===== config.mk =====
export PLATFORM = sky130hd
export DESIGN_NAME = chrono_ctrl
export DESIGN_NICKNAME = d
export VERILOG_FILES = /design/src/rtl/chrono_ctrl.sv
export SDC_FILE = /design/constraint.sdc
export NUM_CORES = 1
export LEC_CHECK = 0
export CELL_PAD_IN_SITES_DETAIL_PLACEMENT = 0
export CELL_PAD_IN_SITES_GLOBAL_PLACEMENT = 1
export CORE_MARGIN = 8
export CORE_UTILIZATION = 48
export CTS_CLUSTER_SIZE = 40
export DETAILED_ROUTE_END_ITERATION = 8
export GPL_ROUTABILITY_DRIVEN = 0
export PLACE_DENSITY = 0.89
export SLEW_MARGIN = 20
export SYNTH_ARGS = -nofsm -noshare
export SYNTH_HDL_FRONTEND = slang
export SYNTH_SLANG_ARGS = --single-unit

===== constraint.sdc =====
create_clock -name ClkIn -period 2.6 [get_ports ClkIn]
set_input_delay 0.65 -clock ClkIn [delete_from_list [all_inputs] [get_ports ClkIn]]
set_output_delay 0.65 -clock ClkIn [all_outputs]
set_load 0.005 [all_outputs]

===== src/rtl/chrono_ctrl.sv =====
// Stopwatch control: debounced start/stop and lap/clear buttons drive a RUN/PAUSE/LAP FSM
// that gates a tick prescaler. All outputs registered; buttons add DEBOUNCE_CYCLES+2 edges latency.

module chrono_debounce #(
  parameter int DEBOUNCE_CYCLES = 50000,
  parameter int DB_W            = 16
) (
  input  logic clk_i,
  input  logic rst_ni,
  input  logic btn_i,
  output logic press_o
);

  localparam logic [DB_W-1:0] CntLast = DB_W'(DEBOUNCE_CYCLES - 1);

  logic [1:0]      sync_q;
  logic            stable_q, stable_d;
  logic [DB_W-1:0] cnt_q, cnt_d;

  always_comb begin
    cnt_d    = cnt_q;
    stable_d = stable_q;
    press_o  = 1'b0;
    if (sync_q[1] == stable_q) begin
      cnt_d = '0;
    end else if (cnt_q == CntLast) begin
      cnt_d    = '0;
      stable_d = sync_q[1];
      // Only the rising acceptance is an event; release is silent.
      press_o  = sync_q[1];
    end else begin
      cnt_d = cnt_q + 1'b1;
    end
  end

  always_ff @(posedge clk_i or negedge rst_ni) begin
    if (!rst_ni) begin
      sync_q   <= '0;
      stable_q <= 1'b0;
      cnt_q    <= '0;
    end else begin
      sync_q   <= {sync_q[0], btn_i};
      stable_q <= stable_d;
      cnt_q    <= cnt_d;
    end
  end

endmodule

module chrono_ctrl #(
  parameter int DEBOUNCE_CYCLES = 50000,
  parameter int TICK_DIV        = 500000,
  parameter int PRE_W           = 19,
  parameter int DB_W            = 16
) (
  input  logic       ClkIn,
  input  logic       nRstIn,
  input  logic       BtnStartStop,
  input  logic       BtnLapClear,
  output logic       TickEn,
  output logic       CntClr,
  output logic       LapHold,
  output logic [1:0] State
);

  typedef enum logic [1:0] {
    IDLE  = 2'b00,
    RUN   = 2'b01,
    PAUSE = 2'b10,
    LAP   = 2'b11
  } state_e;

  localparam logic [PRE_W-1:0] PreLast = PRE_W'(TICK_DIV - 1);

  logic             ss_press, lc_press;
  state_e           state_q, state_d;
  logic [PRE_W-1:0] pre_q, pre_d;
  logic             tick_q, tick_d;
  logic             clr_q, clr_d;
  logic             lap_q, lap_d;
  logic             counting;

  chrono_debounce #(.DEBOUNCE_CYCLES(DEBOUNCE_CYCLES), .DB_W(DB_W)) u_db_ss (
    .clk_i  (ClkIn),
    .rst_ni (nRstIn),
    .btn_i  (BtnStartStop),
    .press_o(ss_press)
  );

  chrono_debounce #(.DEBOUNCE_CYCLES(DEBOUNCE_CYCLES), .DB_W(DB_W)) u_db_lc (
    .clk_i  (ClkIn),
    .rst_ni (nRstIn),
    .btn_i  (BtnLapClear),
    .press_o(lc_press)
  );

  assign counting = (state_q == RUN) || (state_q == LAP);

  always_comb begin
    state_d = state_q;
    // Start/stop is checked first everywhere so it wins a simultaneous press.
    case (state_q)
      IDLE:  if (ss_press) state_d = RUN;
      RUN:   if (ss_press) state_d = PAUSE; else if (lc_press) state_d = LAP;
      LAP:   if (ss_press) state_d = PAUSE; else if (lc_press) state_d = RUN;
      PAUSE: if (ss_press) state_d = RUN;   else if (lc_press) state_d = IDLE;
    endcase

    pre_d = pre_q;
    if (state_q == IDLE) begin
      pre_d = '0;
    end else if (counting) begin
      pre_d = (pre_q == PreLast) ? '0 : pre_q + 1'b1;
    end

    tick_d = counting && (pre_q == PreLast);
    clr_d  = (state_q == PAUSE) && (state_d == IDLE);
    lap_d  = (state_d == LAP);
  end

  always_ff @(posedge ClkIn or negedge nRstIn) begin
    if (!nRstIn) begin
      state_q <= IDLE;
      pre_q   <= '0;
      tick_q  <= 1'b0;
      clr_q   <= 1'b0;
      lap_q   <= 1'b0;
    end else begin
      state_q <= state_d;
      pre_q   <= pre_d;
      tick_q  <= tick_d;
      clr_q   <= clr_d;
      lap_q   <= lap_d;
    end
  end

  assign TickEn  = tick_q;
  assign CntClr  = clr_q;
  assign LapHold = lap_q;
  assign State   = state_q;

endmodule


==> impl_metrics.ini <==
[synthesis]
synth_area_leaders = dfrtp_1 (51%), xor2_1 (6.3%), nor2_1 (5.1%)
dominantRegCellSynth = dfrtp_1
synth-compound-area-share_pct = 8.01
synth-edff-count = 0
ys_seq_area_share_pct = 51.0
syn-num-nets = 309
ys_ff_latch = 62
synth_xor_area_share_pct = 10.1
yosysTopAreaCell = dfrtp_1
ys_async_sr_fraction_pct = 100
synthCells = 302
avgSynthCellArea_sq_um = 10.1
ys_types = 43
synth_commonest_cells = dfrtp_1 (62), nor2_1 (41), nand2_1 (24), nand3_1 (24), xor2_1 (22)
yosys_warnings = 0
synth-simple-area-share_pct = 27.0
yosysMostFrequentCell = dfrtp_1
synth_top_family_by_area = simple AND/OR/NAND/NOR gates
yosys.area.top_type_share_pct = 51.0
synthAdderAreaFrac_pct = 1.23
synth_mux_area_share_pct = 1.07
syn-cell-area_sq_mm = 0.00304

[floorplan]
io_pins = 9
fp-row-count = 29
fp.dieH_um = 95.6
coreArea_sq_mm = 0.00624
initial_core_util_pct = 48.8
dieArea_sq_mm = 0.00915
die_w_um = 95.6

[layout]
drive_gt1_share_pct = 7.72
fin_area_sq_mm = 0.00342
area_growth_pct = 12.4
fin_cells = 401
fin_nets = 326
fill_cells = 561
n_antenna_cell = 0
multi_input_area_sq_mm = 0.00144
seqCellArea_sq_mm = 0.00155

[routing]
drt_pre_antenna_iters = 4
vias = 2257
routedWlPerCell_um = 15.1
drt_iter0_markers = 204
wl_um = 6060
antenna_left = 0
viasPerCell = 5.63
drc = 0

[worst_setup_path]
startpoint_type = flop
critPathMaxFanout = 12
path_class = flop to flop
worst_ep_required_time_ps = 2830
worst_setup_path_end_kind = flop
arrival_ps = 2440

[sta]
setup-violations-final = 0
rsz0062_at_grt = false
finClkSkew_ps = 6.54
worst_slew_pin_slew_ps = 653
finalHoldViolCount = 0
finalCriticalPeriod_ps = 2210
period_share_pct = 84.9
finalSetupTns_ps = 0
drv_slew = 0
fmax_mhz = 453
maxSlewHeadroom_pct = 56.4

[hold_path]
hold_class = input port to async pin

[placed_design]
placed_cell_area_sq_mm = 0.00323
io_buffers = 8
dp_hpwl_um = 3900
place_inst = 385

[clock_tree]
cts_hold_buf = 0
tritoncts = done
cts_sinks = 62
htreeDepth = 3
clock_tree.buffer_depth = 2
cts_root_buffer = clkbuf_8
post_cts_resized = 0
cts_setup_buffers = 0
numCtsBuffers = 9
clkTransAtPathRegs_ps = 70
clkLatencyLatePin_ps = 340

[global_route]
grt_max_degree = 36
grt_antenna_before_repair = 0
grt_pass1_wl_um = 10700
grt_usage_pct = 15.1
grt_pass1_vias = 2214
grt.overflow.total = 0

[power_and_ir_drop]
power_mw = 1.87
power_density_mw_per_mm2 = 547
p_leak_nw = 1.50
peakVddDrop_mv = 0.359

[flow_run]
max_cap_violations = 0

[outcome]
outcome = finished clean
[routing by layer]
metal	up-vias	part of all wire, %	wire length, um	GRT usage, %
met1	1084	48	2930	19.5
met2	38	45	2740	22.1
met5	-	0	0	0
met4	0	2.0	121	7.55
met3	11	4.2	257	5.20
li1	1124	-	-	-
[path summary, 6_finish.rpt]
kind | endpoint | cells past startpoint | slack [ps] | from
max | pre_q[6] | 6 | 390 | pre_q[0]
min | pre_q[5] | 1 | 330 | nRstIn
max reg2reg | pre_q[6] | 6 | 390 | pre_q[0]
min reg2reg | u_db_ss.sync_q[1] | 0 | 350 | u_db_ss.sync_q[0]
max in group asynchronous | u_db_lc.cnt_q[2] | 2 | 1660 | nRstIn
min in group ClkIn | u_db_ss.sync_q[1] | 0 | 350 | u_db_ss.sync_q[0]
[metrics by stage]
| step | util (%) | hold slack [ps] | setup WS [ps] |
|---|---|---|---|
| after floorplan | - | 331 | 675 |
| after global placement | 51.7 | 339 | 488 |
| final | 54.8 | 332 | 392 |
| after CTS | 54.8 | 349 | 420 |
| after detailed placement | 51.7 | 340 | 442 |
| after global routing | 54.8 | 350 | 288 |
[area by class of cell]
cell class	instances	area share (%)
sequential	62	45.4
multi-input combinational	230	42.2
clock buffer	13	4.35
timing repair buffer	13	3.66
tap	77	2.82
clock inverter	3	1.28
inverter	3	0.329
[critical path, cell delays in order (launching register included)]
cell and delay [ps]:
dfrtp_1 410, ha_1 250, and3_1 220, nand3_2 140
o41a_1 650, a21o_2 270, a21o_1 160
[cells by family (layout without fill, tap and decap cells)]
| group | count (synthesis) | count (layout) |
|---|---|---|
| xor+xnor | 35 | 35 |
| buf+inv | 10 | 32 |
| simple gates | 157 | 157 |
| flops | 62 | 62 |
| mux | 3 | 3 |
| fa+ha+maj | 3 | 3 |
| compound gates | 32 | 32 |
[layout by cell type (no fill, tap or decap), types with 3 or more instances in the layout]
| cell type | count |
|---|---|
| nand2b_1 | 3 |
| nand4_1 | 12 |
| clkbuf_8 | 10 |
| dfrtp_1 | 62 |
| nor3b_1 | 3 |
| a21oi_1 | 3 |
| nor2_1 | 41 |
| nor3_1 | 8 |
| buf_4 | 4 |
| a21o_1 | 4 |
| nand3_1 | 24 |
| clkdlybuf4s50_1 | 7 |
| inv_1 | 3 |
| ha_1 | 3 |
| xor2_1 | 22 |
| clkbuf_1 | 3 |
| o21ai_0 | 3 |
| nand2_1 | 24 |
| and2_1 | 3 |
| and3_1 | 16 |
| a22o_1 | 4 |
| nor4_1 | 6 |
| xnor2_1 | 13 |
| nor4b_1 | 3 |
| o21ai_1 | 7 |
| nor4bb_1 | 4 |
[sequential cells by signal (all words and copies together), names as in the netlist]
signal,cells
CntClr,1
u_db_ss.cnt_q,16
u_db_lc.sync_q,2
pre_q,19
LapHold,1
u_db_ss.stable_q,1
u_db_ss.sync_q,2
State,2
u_db_lc.stable_q,1
TickEn,1
u_db_lc.cnt_q,16
[power breakdown]
group / switching, mW / internal (mW) / total [mW]
combinational: 0.0320 / 0.0146 / 0.0466
clock: 0.367 / 0.470 / 0.838
sequential: 0.00995 / 0.975 / 0.985
total: 0.409 / 1.46 / 1.87
Power figures use the tool's default switching activity.
